==> config.mk <==
export PLATFORM = sky130hd
export DESIGN_NAME = bsg_manycore_vcache_wh_dma_responder
export DESIGN_NICKNAME = d
export VERILOG_FILES = /design/src/rtl/bsg_manycore_vcache_wh_pkg.sv /design/src/rtl/bsg_counter_clear_up.sv /design/src/rtl/bsg_two_fifo.sv /design/src/rtl/bsg_manycore_vcache_wh_dma_responder.sv
export SDC_FILE = /design/constraint.sdc
export NUM_CORES = 1
export LEC_CHECK = 0
export ABC_AREA = 1
export CORE_ASPECT_RATIO = 1.4
export CORE_MARGIN = 2
export CORE_UTILIZATION = 45
export DETAILED_ROUTE_END_ITERATION = 6
export GPL_ROUTABILITY_DRIVEN = 0
export PLACE_DENSITY = 0.85
export SYNTH_ARGS = -nofsm -noshare
export SYNTH_HDL_FRONTEND = slang
export SYNTH_SLANG_ARGS = --single-unit
==> constraint.sdc <==
create_clock -name clk_i -period 3.19 [get_ports clk_i]
set_input_delay 0.638 -clock clk_i [delete_from_list [all_inputs] [get_ports clk_i]]
set_output_delay 0.638 -clock clk_i [all_outputs]
set_load 0.02 [all_outputs]
==> src/rtl/bsg_manycore_vcache_wh_pkg.sv <==
// Shared types for the vcache DMA wormhole endpoint: header layout macro, FSM states, packet lengths.
// Header fields are listed MSB first so that cord lands in the flit LSBs.
`ifndef BSG_MANYCORE_VCACHE_WH_HEADER_S
`define BSG_MANYCORE_VCACHE_WH_HEADER_S
`define DECLARE_BSG_MANYCORE_VCACHE_WH_HEADER_S(cord_w, len_w, cid_w, name) \
  typedef struct packed { \
    logic              write_not_read; \
    logic [cid_w-1:0]  src_cid; \
    logic [cord_w-1:0] src_cord; \
    logic [cid_w-1:0]  cid; \
    logic [len_w-1:0]  len; \
    logic [cord_w-1:0] cord; \
  } name
`endif

package bsg_manycore_vcache_wh_pkg;

  typedef enum logic [2:0] {
    e_idle,
    e_addr,
    e_wdata,
    e_rhdr,
    e_rdata,
    e_drain
  } wh_dma_state_e;

  localparam int wh_read_len_gp = 1;

  function automatic int wh_write_len(input int burst_len);
    return 1 + burst_len;
  endfunction

endpackage

==> src/rtl/bsg_counter_clear_up.sv <==
// Up counter with synchronous clear; clear together with up restarts at init+1.
// Single-cycle update, no handshake.
module bsg_counter_clear_up #(
  parameter int max_val_p  = 4,
  parameter int init_val_p = 0,
  localparam int width_lp  = $clog2(max_val_p + 1)
) (
  input  logic                clk_i,
  input  logic                reset_i,
  input  logic                clear_i,
  input  logic                up_i,
  output logic [width_lp-1:0] count_o
);

  always_ff @(posedge clk_i) begin
    if (reset_i)
      count_o <= width_lp'(init_val_p);
    else if (clear_i)
      count_o <= width_lp'(init_val_p) + width_lp'(up_i);
    else if (up_i)
      count_o <= count_o + width_lp'(1);
  end

endmodule

==> src/rtl/bsg_two_fifo.sv <==
// Two-entry valid/ready fifo: one cycle enqueue-to-valid, full throughput with both entries.
// ready_o drops only when both entries are occupied; output is consumed on v_o & yumi_i.
module bsg_two_fifo #(
  parameter int width_p = 32
) (
  input  logic               clk_i,
  input  logic               reset_i,
  output logic               ready_o,
  input  logic [width_p-1:0] data_i,
  input  logic               v_i,
  output logic               v_o,
  output logic [width_p-1:0] data_o,
  input  logic               yumi_i
);

  logic [width_p-1:0] mem_r [2];
  logic wptr_r, rptr_r, full_r, empty_r, enq, deq;

  assign ready_o = ~full_r;
  assign v_o     = ~empty_r;
  assign data_o  = mem_r[rptr_r];
  assign enq     = v_i & ~full_r;
  assign deq     = yumi_i & ~empty_r;

  always_ff @(posedge clk_i) begin
    if (reset_i) begin
      wptr_r  <= 1'b0;
      rptr_r  <= 1'b0;
      full_r  <= 1'b0;
      empty_r <= 1'b1;
    end else begin
      if (enq) wptr_r <= ~wptr_r;
      if (deq) rptr_r <= ~rptr_r;
      if (enq & ~deq) begin
        empty_r <= 1'b0;
        full_r  <= (~wptr_r == rptr_r);
      end else if (deq & ~enq) begin
        full_r  <= 1'b0;
        empty_r <= (~rptr_r == wptr_r);
      end
    end
  end

  always_ff @(posedge clk_i) begin
    if (enq) mem_r[wptr_r] <= data_i;
  end

endmodule

==> src/rtl/bsg_manycore_vcache_wh_dma_responder.sv <==
// Memory-side DMA endpoint: wormhole requests -> beat memory port, read data -> response packets.
// First mem cmd 2 cycles after header; writes pass through zero-latency; BSG_MANYCORE_VCACHE_WH_DMA_RESP_CHECK_EN adds len checking.
module bsg_manycore_vcache_wh_dma_responder
  import bsg_manycore_vcache_wh_pkg::*;
#(
  parameter int wh_flit_width_p  = 32,
  parameter int wh_cord_width_p  = 7,
  parameter int wh_len_width_p   = 4,
  parameter int wh_cid_width_p   = 2,
  parameter int dma_addr_width_p = 28,
  parameter int dma_burst_len_p  = 4,
  localparam int link_width_lp   = wh_flit_width_p + 2
) (
  input  logic                        clk_i,
  input  logic                        reset_i,
  input  logic [link_width_lp-1:0]    wh_link_sif_i,
  output logic [link_width_lp-1:0]    wh_link_sif_o,
  output logic                        mem_v_o,
  output logic                        mem_w_o,
  output logic [dma_addr_width_p-1:0] mem_addr_o,
  output logic [wh_flit_width_p-1:0]  mem_data_o,
  input  logic                        mem_ready_i,
  input  logic                        mem_data_v_i,
  input  logic [wh_flit_width_p-1:0]  mem_data_i,
  output logic                        mem_data_yumi_o,
  output logic                        err_o
);

  `DECLARE_BSG_MANYCORE_VCACHE_WH_HEADER_S(wh_cord_width_p, wh_len_width_p, wh_cid_width_p, wh_hdr_s);

  localparam int hdr_width_lp  = $bits(wh_hdr_s);
  localparam int cnt_width_lp  = $clog2(dma_burst_len_p + 1);
  localparam int beat_shift_lp = $clog2(wh_flit_width_p / 8);
  localparam logic [cnt_width_lp-1:0] burst_lp     = cnt_width_lp'(dma_burst_len_p);
  localparam logic [cnt_width_lp-1:0] last_beat_lp = cnt_width_lp'(dma_burst_len_p - 1);

  logic in_v, in_ready, out_ready;
  logic [wh_flit_width_p-1:0] in_data;
  assign in_v      = wh_link_sif_i[link_width_lp-1];
  assign out_ready = wh_link_sif_i[wh_flit_width_p];
  assign in_data   = wh_link_sif_i[wh_flit_width_p-1:0];

  wh_dma_state_e state_r, state_n;
  wh_hdr_s in_hdr, hdr_r, resp_hdr;
  logic [dma_addr_width_p-1:0] addr_r;
  logic [wh_len_width_p-1:0] drain_r;
  logic [cnt_width_lp-1:0] issue_cnt, ret_cnt;
  logic issue_clear, ret_clear, hdr_bad, hdr_take;
  logic fifo_v_li, fifo_ready_lo, fifo_v_lo;
  logic [wh_flit_width_p-1:0] fifo_data_li, fifo_data_lo;

  assign in_hdr   = in_data[hdr_width_lp-1:0];
  assign hdr_take = (state_r == e_idle) & in_v & in_ready;

`ifdef BSG_MANYCORE_VCACHE_WH_DMA_RESP_CHECK_EN
  logic err_r;
  assign hdr_bad = in_hdr.len != (in_hdr.write_not_read
                   ? wh_len_width_p'(wh_write_len(dma_burst_len_p))
                   : wh_len_width_p'(wh_read_len_gp));
  always_ff @(posedge clk_i) begin
    if (reset_i) err_r <= 1'b0;
    else if (hdr_take & hdr_bad) err_r <= 1'b1;
  end
  assign err_o = err_r;
`else
  assign hdr_bad = 1'b0;
  assign err_o   = 1'b0;
`endif

  always_comb begin
    resp_hdr      = '0;
    resp_hdr.cord = hdr_r.src_cord;
    resp_hdr.len  = wh_len_width_p'(dma_burst_len_p);
    resp_hdr.cid  = hdr_r.src_cid;
  end

  always_comb begin
    state_n         = state_r;
    in_ready        = 1'b0;
    mem_v_o         = 1'b0;
    mem_w_o         = 1'b0;
    mem_data_yumi_o = 1'b0;
    fifo_v_li       = 1'b0;
    fifo_data_li    = '0;
    issue_clear     = 1'b0;
    ret_clear       = 1'b0;
    case (state_r)
      e_idle: begin
        in_ready = 1'b1;
        if (in_v)
          state_n = !hdr_bad ? e_addr : (in_hdr.len == '0) ? e_idle : e_drain;
      end
      e_addr: begin
        in_ready = 1'b1;
        if (in_v) state_n = hdr_r.write_not_read ? e_wdata : e_rhdr;
      end
      e_wdata: begin
        mem_v_o  = in_v;
        mem_w_o  = 1'b1;
        in_ready = mem_ready_i;
        if (in_v & mem_ready_i & (issue_cnt == last_beat_lp)) begin
          issue_clear = 1'b1;
          state_n     = e_idle;
        end
      end
      e_rhdr: begin
        mem_v_o      = issue_cnt != burst_lp;
        fifo_v_li    = 1'b1;
        fifo_data_li = wh_flit_width_p'(resp_hdr);
        if (fifo_ready_lo) state_n = e_rdata;
      end
      e_rdata: begin
        // Commands keep issuing while earlier beats drain into the response fifo.
        mem_v_o         = issue_cnt != burst_lp;
        fifo_v_li       = mem_data_v_i;
        fifo_data_li    = mem_data_i;
        mem_data_yumi_o = mem_data_v_i & fifo_ready_lo;
        if (mem_data_yumi_o & (ret_cnt == last_beat_lp)) begin
          issue_clear = 1'b1;
          ret_clear   = 1'b1;
          state_n     = e_idle;
        end
      end
      e_drain: begin
        in_ready = 1'b1;
        if (in_v & (drain_r == wh_len_width_p'(1))) state_n = e_idle;
      end
      default: state_n = e_idle;
    endcase
    if (reset_i) begin
      in_ready        = 1'b0;
      mem_v_o         = 1'b0;
      mem_data_yumi_o = 1'b0;
      fifo_v_li       = 1'b0;
    end
  end

  always_ff @(posedge clk_i) begin
    if (reset_i) state_r <= e_idle;
    else         state_r <= state_n;
  end

  always_ff @(posedge clk_i) begin
    if (hdr_take) begin
      hdr_r   <= in_hdr;
      drain_r <= in_hdr.len;
    end else if ((state_r == e_drain) & in_v) begin
      drain_r <= drain_r - wh_len_width_p'(1);
    end
    if ((state_r == e_addr) & in_v & in_ready)
      addr_r <= in_data[dma_addr_width_p-1:0];
  end

  bsg_counter_clear_up #(.max_val_p(dma_burst_len_p), .init_val_p(0)) issue_ctr (
    .clk_i(clk_i), .reset_i(reset_i), .clear_i(issue_clear),
    .up_i(mem_v_o & mem_ready_i & ~issue_clear), .count_o(issue_cnt)
  );

  bsg_counter_clear_up #(.max_val_p(dma_burst_len_p), .init_val_p(0)) ret_ctr (
    .clk_i(clk_i), .reset_i(reset_i), .clear_i(ret_clear),
    .up_i(mem_data_yumi_o & ~ret_clear), .count_o(ret_cnt)
  );

  // Truncation to the address width gives the wrap-around across the top of memory.
  assign mem_addr_o = addr_r + (dma_addr_width_p'(issue_cnt) << beat_shift_lp);
  assign mem_data_o = in_data;

  bsg_two_fifo #(.width_p(wh_flit_width_p)) out_fifo (
    .clk_i(clk_i), .reset_i(reset_i),
    .ready_o(fifo_ready_lo), .data_i(fifo_data_li), .v_i(fifo_v_li),
    .v_o(fifo_v_lo), .data_o(fifo_data_lo), .yumi_i(fifo_v_lo & out_ready)
  );

  assign wh_link_sif_o = {fifo_v_lo, in_ready, fifo_data_lo};

  logic unused;
  assign unused = ^{hdr_r.cord, hdr_r.cid, hdr_r.len};

endmodule

==> key figures, run 1 <==
Route
  – Routed WL: 13.0 mm
  – Detailed Route Iter0 Violations: 198
  – DR vias/cell: 5.06
  – Antenna-violating nets left: 0
  – Avg WL per Cell: 15.8 um
  – Vias: 4,174
  – First-pass DRT Iterations: 5
  – # DRC: 0

Pwr
  – Clock power frac: 38.3%
  – Seq pwr share: 38.9%
  – Comb pwr share: 22.8%
  – Total power: 5.06 mW
  – Pwr Density: 639 mW/mm^2
  – Peak supply drop: 0.323 mV
  – Lkg Pwr: 3.14 nW
  – Sw power: 1.50 mW
  – P_int: 3.56 mW
  – Switching Share: 29.7%

Timing
  – RSZ-0062 raised after global routing: false
  – Fmax: 330 MHz
  – Final hold slack: 481 ps
  – Setup TNS: 0 ps
  – Skew final: 8.50 ps
  – Final setup viols: 0
  – Final Slew Violations: 0
  – Final hold violations: 0
  – Slew margin rel.: 50.2%
  – Period Utilization, post-route: 94.9%
  – Worst-margin pin slew: 744 ps
  – Crit path time final: 3030 ps
  – Worst Setup Slack, final: 162 ps

Clock network
  – Clock buffer depth: 2
  – CTS tree: built
  – Clk root buf: clkbuf_16
  – Num CTS Buffers: 17
  – Clock Latency Late Sink: 400 ps
  – Postcts setup bufs: 0
  – H-tree levels: 4
  – Clock sinks: 120
  – Clk slew on worst S/H paths: 50 ps

Floorplan
  – Die H: 139 um
  – Core box area: 0.0128 mm^2
  – Top Ports: 168
  – Initial Util: 45.7%
  – Die ar.: 0.0139 mm^2
  – Site row count: 49
  – Die W: 100 um

Cells and area
  – Most frequent cells in the layout: clkdlybuf4s50_1 (136), edfxtp_1 (106), nand2_1 (74)
  – Util after Layout: 62.1%
  – Commonest non-fill, non-tap cell in the layout: clkdlybuf4s50_1
  – Area grow syn2layout: 36.1%
  – Filler Cell Count: 969
  – Share of cells above drive strength 1: 15.5%
  – Final #Nets: 741
  – ANT cells: 0

Yosys
  – Post-synthesis sequential area ratio: 59.5%
  – Warnings from Yosys: 0
  – Syn nets: 601
  – Synth Instances: 519
  – Largest family of logic cells by synthesized area: simple AND/OR/NAND/NOR gates
  – Mux cell area share after synthesis: 6.19%
  – Simple logic cell fraction of the synthesized area: 14.3%
  – Avg Inst Size Synth: 11.2 um^2
  – Synth Area in Compound Gates: 3.46%
  – Adder-cell share of the synthesized area: 2.71%
  – Cell variety after synth: 40
  – Post-synthesis xor/xnor area fraction: 3.91%
  – Number of synthesized register bits: 120
  – Post-Syn Area: 0.00582 mm^2

GRT
  – Vias in the first global route: 4,382
  – First-pass GRT wire length: 20.5 mm
  – Initial antenna violation count: 0
  – Largest net degree at the start of global routing: 33
  – Total track usage: 18.9%
  – Remaining Overflow, GRT: 0

Worst setup path
  – Crit-path slowest cell: edfxtp_1
  – Worst setup SP type: register
  – CP max stage delay: 380 ps
  – Critical path required time: 2550 ps
  – Crit-path leading delay family: simple AND/OR/NAND/NOR gates
  – Type of the worst setup path: register to output pin
  – R2R depth: 8
  – WP data arrival: 2390 ps
  – Cell Chain, Critical Path: ha_1 -> nand2_1 -> nor2_1 -> nor2_1 -> buf_4 -> nor2_1 -> nand3_1 -> xor2_1 -> dlygate4sd2_1
  – Critical path depth: 9
  – Most common cell on crit path: nor2_1
  – CP Buf/Inv Count: 2
  – CP Capture Type: output pin
  – Worst Path Max Fanout: 5

Placed design
  – Estimated wirelength of the detail-placed design: 9.54 mm
  – Port Buffer Count: 158
  – Worst Setup Slack post-DPL: 176 ps

Min path
  – Hold WC Path Type: register to register
  – Hold path depth: 2

Run
  – Max_cap viols: 0

Status
  – Outcome: finished, final reports clean
==> layout make-up <==
type | count | area (um^2) | share of cell area, %
sequential | 120 | 3460 | 43.7
multi-input combinational | 285 | 1790 | 22.6
timing repair buffer | 167 | 1620 | 20.4
clock buffer | 17 | 425 | 5.37
inverter | 68 | 256 | 3.24
tap | 153 | 191 | 2.42
clock inverter | 15 | 184 | 2.32
==> metal layers <==
metal	up-vias	track usage, %	wire (um)
met5	-	0	0
li1	2000	-	-
met1	1980	20.7	5080
met3	21	5.75	784
met2	173	33.9	6900
met4	0	6.99	264
==> state kept, by name, summed over array words and instances (netlist names), named ones only <==
| register | count |
|---|---|
| out_fifo.empty_r | 1 |
| issue_ctr.count_o | 3 |
| hdr_r | 10 |
| addr_r | 28 |
| out_fifo.wptr_r | 1 |
| out_fifo.full_r | 1 |
| out_fifo.mem_r | 64 |
| state_r | 3 |
| drain_r | 4 |
| out_fifo.rptr_r | 1 |
| ret_ctr.count_o | 3 |
==> kinds of logic (layout without fill, tap and decap cells) <==
logic type	Yosys count	in the layout
AO/OA/AOI/OAI	29	29
XOR/XNOR	26	26
flip-flops	120	120
AND/OR/NAND/NOR	185	185
multiplexers	32	32
adder cells (fa/ha/maj)	12	12
buffers and inverters	114	267
other	1	1
==> through the flow <==
stage,area (um^2),instances
finish,7930,825
global route,7930,825
CTS,7940,825
detailed placement,7350,793
global placement,7350,793
floorplan,5820,519
==> synthesized netlist by cell type, drive strengths merged <==
master,number,area share [%]
or2,1,0.11
mux2,32,6.2
a21oi,4,0.41
a21boi,1,0.19
nand2,76,5.0
nand3,18,2.0
inv,67,4.3
edfxtp,106,55
clkinv,1,0.086
clkbuf,2,0.13
ha,11,2.4
conb,1,0.064
nor2,65,4.6
a22o,9,1.4
xnor2,11,1.7
nand3b,2,0.26
o211ai,1,0.13
dfxtp,14,4.8
nor3b,2,0.26
buf,44,5.3
fa,1,0.34
xor2,15,2.3
nor3,11,1.0
a211oi,1,0.13
o21ai,12,1.1
o221ai,1,0.15
nand4,10,1.1
==> worst paths after layout <==
path | slack, ps | endpoint | start
setup reg to reg | 1030 | out_fifo.full_r | state_r[2]
hold / removal | 480 | ret_ctr.count_o[1] | ret_ctr.count_o[1]
hold reg to reg | 480 | ret_ctr.count_o[1] | ret_ctr.count_o[1]
setup / recovery | 160 | mem_addr_o[15] | addr_r[4]
==> power groups by stage <==
stage	Combinational (mW)	Clock (mW)	Sequential [mW]
after floorplan	0.751	0	1.98
after global placement	1.12	0	1.99
after detailed placement	1.17	0	2.00
after CTS	1.17	1.97	1.97
after global routing	1.26	2.05	1.98
final	1.16	1.94	1.97
==> timing repair <==
action	4_1_cts	5_1_grt
endpoints found under the setup margin	18	11
hold buffers	0	0
gates resized for setup	19	17
gates cloned	0	0
==> worst min-delay path: stages, from the launching register on <==
cell and delay, ps:
dfxtp_1 320, nand2_1 60, a21oi_1 50
No activity file was read; power rests on OpenSTA's default activity.
==> run 2: changes to the inputs <==
Settings changed: RECOVER_POWER set to 25, TNS_END_PERCENT set to 100.
Clock period 3.19 ns to 3.3 ns, I/O delays scaled along.
==> key figures, run 2 (synthesized netlist as in run 1, its figures left out) <==
Clock network
  – Clock Latency Late Sink: 410 ps
  – Clock sinks: 120
  – Clk slew on worst S/H paths: 50 ps
  – H-tree levels: 4
  – Clk root buf: clkbuf_16
  – Postcts setup bufs: 0
  – CTS resizes: 15
  – Clock buffer depth: 2
  – CTS tree: built
  – Hold-fix buffer count after cts: 0
  – Num CTS Buffers: 17

Cells and area
  – Most frequent cells in the layout: clkdlybuf4s50_1 (110), edfxtp_1 (106), nand2_1 (74)
  – Regs by FF count: out_fifo.mem_r (64), addr_r (28), hdr_r (10)
  – Commonest non-fill, non-tap cell in the layout: clkdlybuf4s50_1
  – Final #Nets: 740
  – Share of cells above drive strength 1: 15.4%
  – Filler Cell Count: 1,017
  – Area grow syn2layout: 36.9%
  – Util after Layout: 62.5%
  – ANT cells: 0
  – Largest register FFs: 64
  – Top reg by flops: out_fifo.mem_r

Route
  – DR vias/cell: 5.05
  – Routed WL: 13.1 mm
  – First-pass DRT Iterations: 4
  – Avg WL per Cell: 15.9 um
  – Detailed Route Iter0 Violations: 226
  – # DRC: 0
  – Vias: 4,162
  – Antenna-violating nets left: 0

Worst setup path
  – FF-to-FF End: out_fifo.full_r
  – R2R setup slack: 1160 ps
  – Worst Path Max Fanout: 6
  – Type of the worst setup path: register to output pin
  – Worst flop-to-flop path startpoint: state_r[2]
  – CP Capture Type: output pin
  – R2R depth: 8
  – Critical path required time: 2640 ps
  – WP data arrival: 2480 ps
  – Worst setup SP type: register

Min path
  – Hold EP: ret_ctr.count_o[1]
  – Hold path depth: 2
  – Hold path startpoint: ret_ctr.count_o[1]
  – Hold WC Path Type: register to register

Pwr
  – Peak supply drop: 0.332 mV
  – Pwr Density: 628 mW/mm^2
  – Lkg Pwr: 3.18 nW

GRT
  – Largest net degree at the start of global routing: 33
  – Vias in the first global route: 4,437
  – Total track usage: 19.2%
  – Remaining Overflow, GRT: 0
  – First-pass GRT wire length: 20.9 mm
  – Initial antenna violation count: 0

Floorplan
  – Site row count: 49
  – Die ar.: 0.0139 mm^2
  – Top Ports: 168
  – Die H: 139 um
  – Initial Util: 45.7%
  – Die W: 100 um
  – Core box area: 0.0128 mm^2

Placed design
  – Port Buffer Count: 158
  – Estimated wirelength of the detail-placed design: 9.47 mm

Timing
  – Final hold violations: 0
  – Crit path time final: 3140 ps
  – Fmax: 319 MHz
  – Skew final: 7.41 ps
  – Final setup viols: 0
  – Slew margin rel.: 46.6%
  – Final hold slack: 473 ps
  – Period Utilization, post-route: 95.1%
  – Setup TNS: 0 ps
  – RSZ-0062 raised after global routing: false
  – Worst-margin pin slew: 798 ps
  – Final Slew Violations: 0

Run
  – Max_cap viols: 0

Status
  – Outcome: finished, final reports clean
[run 2: worst max path at each step]
stage | startpoint | depth (start not counted) | end | slack, ps
after floorplan | mem_data_v_i | 4 | out_fifo.mem_r[1][0] | 580
after detailed placement | addr_r[2] | 12 | mem_addr_o[20] | 110
after CTS | addr_r[4] | 8 | mem_addr_o[7] | 10
final | addr_r[4] | 8 | mem_addr_o[9] | 160
after global placement | issue_ctr.count_o[0] | 12 | mem_addr_o[20] | 180
after global routing | addr_r[2] | 10 | mem_addr_o[22] | 20
[run 2: worst max-delay path, cell delays in order (launching register included)]
cell	delay, ps
edfxtp_1	380
ha_1	370
nand2_1	70
nor2_1	90
nor2_1	50
buf_4	160
nor2_4	160
xor2_1	170
clkdlybuf4s50_1	640
[run 2: cell type report]
cell class / count / area [um^2] / share of cell area (%)
timing repair buffer: 166 / 1620 / 20.3
inverter: 68 / 256 / 3.22
clock inverter: 15 / 214 / 2.68
clock buffer: 17 / 425 / 5.34
tap: 153 / 191 / 2.40
multi-input combinational: 285 / 1800 / 22.5
sequential: 120 / 3460 / 43.5
[run 2: stage by stage]
| stage | instances | worst slack (ps) | instance area [um^2] | power, mW |
|---|---|---|---|---|
| after global placement | 792 | 185 | 7340 | 3.01 |
| after CTS | 824 | 14.3 | 7970 | 5.05 |
| after global routing | 824 | 18.1 | 7970 | 5.23 |
| final | 824 | 161 | 7970 | 5.01 |
| after detailed placement | 792 | 107 | 7340 | 3.07 |
| after floorplan | 519 | 578 | 5820 | 2.64 |
[run 2: power by group]
| group | internal (mW) | switching [mW] |
|---|---|---|
| Combinational | 0.466 | 0.652 |
| Clock | 1.28 | 0.702 |
| Sequential | 1.83 | 0.0765 |
| Total | 3.58 | 1.43 |
[run 2: routing by layer]
metal	up-vias	routed length, um	global-route usage, %
li1	2000	-	-
met1	1982	5100	21.4
met2	158	6880	33.9
met3	22	838	5.49
met4	0	299	7.93
met5	-	0	0
==> run 3: changes to the inputs <==
Settings changed: CAP_MARGIN set to 20.
==> results of run 3 <==
Final layout, timing and power as in run 2 (identical DEF).
